--- src/rtl/eth_tx_ctrl.sv ---
// RMII transmit framer: preamble/SFD, FIFO payload, zero padding, FCS from an
// external CRC generator, then inter-frame gap. One byte per 4 Clk cycles.
module eth_tx_ctrl #(
    parameter int MIN_FRAME = 60,
    parameter int MAX_FRAME = 1514,
    parameter int IFG_BYTES = 12
) (
    input  logic        Clk,
    input  logic        Rst,
    input  logic        Tx_Start,
    input  logic [10:0] Tx_Len,
    output logic        Fifo_Rd,
    input  logic [7:0]  Fifo_Data,
    output logic        Crc_Req,
    output logic        Byte_Rdy,
    output logic [7:0]  Byte,
    input  logic [31:0] Crc_Out,
    output logic        Tx_En,
    output logic [1:0]  Txd,
    output logic        Busy,
    output logic        Done,
    output logic        Err
);
    localparam logic [10:0] MIN_LEN  = 11'(MIN_FRAME);
    localparam logic [10:0] MIN_LAST = 11'(MIN_FRAME - 1);
    localparam logic [10:0] MAX_LEN  = 11'(MAX_FRAME);
    localparam logic [10:0] IFG_LAST = 11'(IFG_BYTES - 1);
    localparam logic [10:0] PRE_LAST = 11'd6;
    localparam logic [10:0] FCS_LAST = 11'd3;

    typedef enum logic [2:0] {IDLE, PRE, SFD, DATA, PAD, FCS, IFG} state_t;

    state_t      state, state_nxt;
    logic [1:0]  cnt;
    logic [10:0] byte_cnt;
    logic [10:0] len;
    logic [7:0]  cur_byte;
    logic [31:0] fcs_sh;
    logic        done_q, err_q;
    logic        len_ok, accept, reject, byte_end, last_data, need_pad;

    assign len_ok    = (Tx_Len != 11'd0) && (Tx_Len <= MAX_LEN);
    assign accept    = (state == IDLE) && Tx_Start && len_ok;
    assign reject    = (state == IDLE) && Tx_Start && !len_ok;
    assign byte_end  = (cnt == 2'd3);
    assign last_data = (byte_cnt == len - 11'd1);
    assign need_pad  = (len < MIN_LEN);
    assign Busy      = (state != IDLE);
    assign Done      = done_q;
    assign Err       = err_q;

    always_ff @(posedge Clk) begin
        if (!Rst) state <= IDLE;
        else      state <= state_nxt;
    end

    always_comb begin
        state_nxt = state;
        Tx_En     = 1'b0;
        Txd       = 2'b00;
        Fifo_Rd   = 1'b0;
        Crc_Req   = 1'b0;
        Byte_Rdy  = 1'b0;
        Byte      = 8'h00;
        case (state)
            IDLE: if (accept) state_nxt = PRE;
            PRE: begin
                Tx_En = 1'b1;
                Txd   = 2'b01;
                if (byte_end && byte_cnt == PRE_LAST) state_nxt = SFD;
            end
            SFD: begin
                Tx_En   = 1'b1;
                Txd     = byte_end ? 2'b11 : 2'b01;
                Fifo_Rd = (cnt == 2'd1);
                if (byte_end) state_nxt = DATA;
            end
            DATA: begin
                Tx_En    = 1'b1;
                Txd      = cur_byte[{cnt, 1'b0} +: 2];
                Crc_Req  = 1'b1;
                Byte_Rdy = (cnt == 2'd0);
                Byte     = cur_byte;
                // Prefetch the next payload byte; none after the last one.
                Fifo_Rd  = (cnt == 2'd1) && !last_data;
                if (byte_end && last_data) state_nxt = need_pad ? PAD : FCS;
            end
            PAD: begin
                Tx_En    = 1'b1;
                Txd      = cur_byte[{cnt, 1'b0} +: 2];
                Crc_Req  = 1'b1;
                Byte_Rdy = (cnt == 2'd0);
                Byte     = cur_byte;
                if (byte_end && byte_cnt == MIN_LAST) state_nxt = FCS;
            end
            FCS: begin
                Tx_En   = 1'b1;
                Txd     = cur_byte[{cnt, 1'b0} +: 2];
                Crc_Req = 1'b1;
                if (byte_end && byte_cnt == FCS_LAST) state_nxt = IFG;
            end
            IFG: if (byte_end && byte_cnt == IFG_LAST) state_nxt = IDLE;
            default: state_nxt = IDLE;
        endcase
    end

    always_ff @(posedge Clk) begin
        if (!Rst) begin
            cnt      <= '0;
            byte_cnt <= '0;
            len      <= '0;
            cur_byte <= '0;
            fcs_sh   <= '0;
            done_q   <= 1'b0;
            err_q    <= 1'b0;
        end else begin
            done_q <= 1'b0;
            err_q  <= reject;
            if (state == IDLE) begin
                cnt      <= '0;
                byte_cnt <= '0;
                if (accept) len <= Tx_Len;
            end else begin
                cnt <= cnt + 2'd1;
                if (byte_end) begin
                    case (state)
                        PRE: byte_cnt <= (byte_cnt == PRE_LAST) ? 11'd0 : byte_cnt + 11'd1;
                        SFD: begin
                            cur_byte <= Fifo_Data;
                            byte_cnt <= '0;
                        end
                        DATA: begin
                            if (!last_data) begin
                                cur_byte <= Fifo_Data;
                                byte_cnt <= byte_cnt + 11'd1;
                            end else if (need_pad) begin
                                // Pad bytes continue the count up to MIN_FRAME-1.
                                cur_byte <= 8'h00;
                                byte_cnt <= byte_cnt + 11'd1;
                            end else begin
                                cur_byte <= Crc_Out[7:0];
                                fcs_sh   <= Crc_Out;
                                byte_cnt <= '0;
                            end
                        end
                        PAD: begin
                            if (byte_cnt == MIN_LAST) begin
                                cur_byte <= Crc_Out[7:0];
                                fcs_sh   <= Crc_Out;
                                byte_cnt <= '0;
                            end else begin
                                byte_cnt <= byte_cnt + 11'd1;
                            end
                        end
                        FCS: begin
                            if (byte_cnt == FCS_LAST) begin
                                byte_cnt <= '0;
                            end else begin
                                cur_byte <= fcs_sh[15:8];
                                fcs_sh   <= {8'h00, fcs_sh[31:8]};
                                byte_cnt <= byte_cnt + 11'd1;
                            end
                        end
                        IFG: begin
                            if (byte_cnt == IFG_LAST) begin
                                byte_cnt <= '0;
                                done_q   <= 1'b1;
                            end else begin
                                byte_cnt <= byte_cnt + 11'd1;
                            end
                        end
                        default: byte_cnt <= '0;
                    endcase
                end
            end
        end
    end
endmodule

--- config.mk ---
export PLATFORM = sky130hd
export DESIGN_NAME = eth_tx_ctrl
export DESIGN_NICKNAME = d
export VERILOG_FILES = /design/src/rtl/eth_tx_ctrl.sv
export SDC_FILE = /design/constraint.sdc
export NUM_CORES = 1
export LEC_CHECK = 0
export BUFFER_PORTS_ARGS = -buffer_cell sky130_fd_sc_hd__buf_2
export CORE_MARGIN = 1.5
export CORE_UTILIZATION = 50
export DETAILED_ROUTE_END_ITERATION = 10
export PLACE_DENSITY = 0.74
export SKIP_LAST_GASP = 1
export SYNTH_ARGS = -nofsm -noshare
export SYNTH_HDL_FRONTEND = slang
export SYNTH_SLANG_ARGS = --single-unit
--- constraint.sdc ---
create_clock -name Clk -period 4.1 [get_ports Clk]
set_input_delay 0.82 -clock Clk [delete_from_list [all_inputs] [get_ports Clk]]
set_output_delay 0.82 -clock Clk [all_outputs]
set_load 0.005 [all_outputs]
==> results.toml <==
[finish]
multiInputGateArea_mm2 = 0.00249
seq_area_mm2 = 0.00122
area_growth_pct = 15.3
post-route-util_pct = 59.1
layoutNonFillerInstCount = 616
fill_cells = 696
diodes = 0
layout-drive-gt1-share_pct = 22.2
nets = 572

[place]
dp_hpwl_um = 6990
io_buffers = 70
gp_congestion = 0.871
dp_slack_ns = 0.988
placed_cells = 600

[flow_run]
timing.max_cap.violations = 0

[global_route]
antenna_found_initial = 0
grt_max_degree = 60
grtUsageTotal_pct = 23.9
grt_pass1_wl_um = 16200
grt-ovfl-total = 0
grt_pass1_vias = 3406

[timing]
period_minus_slack_ns = 3.57
fin_crit_sh_pct = 87.0
setup-violations-final = 0
fin_setup_tns_ns = 0
hold_viol = 0
finalClockSkew_ns = 0.0122
drv_slew = 0
fin_ws_ns = 0.532
max_freq_mhz = 280
relSlewSlack_pct = 36.2
rsz0062_at_grt = "no"
tightest_slew_ns = 0.947

[routing]
routed.top_layer = "met4"
wl_met3_um = 491
routedWlPerCell_um = 16.0
wl_um = 9860
vias = 3825
drt-pass1-iter-count = 4
drt_first_iter_violations = 203
final_antenna_net_count = 0
via_per_inst = 6.21
wl_met1_um = 4240
met2_length_um = 4930
drc = 0

[floorplanning]
coreArea_mm2 = 0.00765
initial_core_util_pct = 51.2
core.rowCount = 32
die_h_um = 91.5
die_width_um = 91.5
ioPinCount = 71
fp.dieArea_mm2 = 0.00838

[synth]
ys.flop_type = "dfxtp_1"
synth.most_common_cell = "dfxtp_1"
synth_fp_nets = 521
async_flop_share_pct = 0
yosys_warnings = 0
syn_avg_cell_area_um2 = 8.55
yosys.area.top_type = "dfxtp_1"
syn_area_mm2 = 0.00392
synthTopCellsByCount = "dfxtp_1, nand2_1, mux2i_1, o21ai_0, nand3_1"
ys_ff_latch = 61
syn_inst = 458
ys_seq_area_share_pct = 31.2
synth_top_area_share_pct = 31.2
post_synth_num_cell_types = 58
synth_edf_count = 0
ys_top_cells_by_area = "dfxtp_1, mux2i_1, o211ai_1"

[cts]
h-tree-depth = 3
cts.sinks = 61
cts_tree = "built"
cts_buffer_depth = 2
root_buffer = "clkbuf_8"
numCtsBuffers = 9
clk_latency_ns = 0.35
cts_setup_buffers = 0
hold_buffers = 0
cts-resized-gates = 0
clk_pin_slew_worst_paths_ns = 0.07

[critical_path]
path_buf_inv = 2
cp_max_fo = 6
worstPathArrival_ns = 2.75
worstSetupPathType = "reg2out"
cp_cell_sequence = "inv_1, ha_1, nor4b_1, nand2_1, o311ai_1, nor2_1, nor3_1, a21oi_1, buf_2"
critPathTopFamily = "simple AND/OR/NAND/NOR gates"
critPathLaunchType = "flip-flop"
crit_required_ns = 3.28
crit_path_end_kind = "output port"
cp_slowest_cell = "nor4b_1"
max_stage_delay_ns = 0.54

[worst_hold_path]
hold_class = "reg2reg"

[power]
power_density_mw_per_mm2 = 371
vdd_drop_max_uv = 263
p_leak_uw = 0.00187

[outcome]
status = "finished, final reports clean"
-- per-stage QoR --
step | total power, µW | hold slack [ns] | area (µm²)
floorplan | 948 | 0.442 | 3920
global placement | 1060 | 0.450 | 4290
detailed placement | 1070 | 0.462 | 4290
CTS | 1680 | 0.472 | 4520
global route | 1750 | 0.495 | 4520
finish | 1680 | 0.465 | 4520
-- worst paths after layout --
path,from,end,slack [ns],depth (start not counted)
max reg2reg,len[1],cur_byte[0],0.90,9
min reg2reg,fcs_sh[24],fcs_sh[24],0.47,2
min,fcs_sh[24],fcs_sh[24],0.47,2
max,len[1],Fifo_Rd,0.53,9
-- area by class of cell --
cell class                      count  area share (%)
Clock buffer                       11            3.13
Clock inverter                      5            1.86
Inverter                           12           0.997
Multi-Input combinational cell    348            55.2
Sequential cell                    61            27.0
Tap cell                          102            2.83
Timing Repair Buffer               77            8.92
-- power breakdown --
part	leakage (µW)	internal (µW)	switching [µW]	total (µW)
Combinational	0.00127	160	228	388
Sequential	0.000493	617	55.0	672
Clock	0.000106	360	256	616
Total	0.00187	1140	539	1680
-- layer usage --
metal | global-route usage (%) | vias to the layer above
met4 | 8.72 | 0
li1 | - | 1852
met5 | 0 | -
met3 | 5.61 | 12
met1 | 29.9 | 1856
met2 | 39.8 | 105
-- flip-flops by register name, indices dropped and copies added, names as in the netlist --
| register | flops |
|---|---|
| fcs_sh | 24 |
| byte_cnt | 11 |
| len | 11 |
| cur_byte | 8 |
| state | 3 |
| cnt | 2 |
| Done | 1 |
| Err | 1 |
-- cell usage in the layout, fill, tap and decap left out, types with 6 or more instances in the layout --
| master | netlist | routed |
|---|---|---|
| clkbuf_8 | 0 | 10 |
| o22ai_1 | 9 | 9 |
| o311a_1 | 16 | 16 |
| mux2i_1 | 30 | 30 |
| nand2_1 | 32 | 32 |
| a21oi_1 | 6 | 6 |
| o2111ai_1 | 10 | 10 |
| buf_2 | 12 | 70 |
| nor3_1 | 10 | 10 |
| nor2b_1 | 23 | 23 |
| ha_1 | 9 | 9 |
| a221o_1 | 9 | 9 |
| a21oi_2 | 8 | 8 |
| o211ai_1 | 23 | 23 |
| nand3_1 | 24 | 24 |
| buf_4 | 1 | 7 |
| xnor2_1 | 10 | 10 |
| inv_1 | 12 | 12 |
| nor2_1 | 18 | 18 |
| dfxtp_1 | 61 | 61 |
| a21boi_1 | 8 | 8 |
| o21ai_0 | 25 | 25 |
| o21ai_1 | 12 | 12 |
| nor4_1 | 8 | 8 |
-- kinds of logic after synthesis --
logic type / share of synthesized area (%)
AO/OA/AOI/OAI: 28.3
buffers and inverters: 5.37
adder cells (fa/ha/maj): 2.87
XOR/XNOR: 2.68
AND/OR/NAND/NOR: 20.8
multiplexers: 8.82
flip-flops: 31.2
-- worst register-to-register path, stage by stage (launching register included) --
cell      delay (ns)
dfxtp_1         0.35
inv_1           0.07
ha_1            0.26
nor4b_1         0.54
a221o_1         0.26
o311ai_1        0.10
nor2_1          0.39
nor4_1          0.10
o21ai_0         0.76
o22ai_1         0.19
No activity file was read; power rests on OpenSTA's default activity.
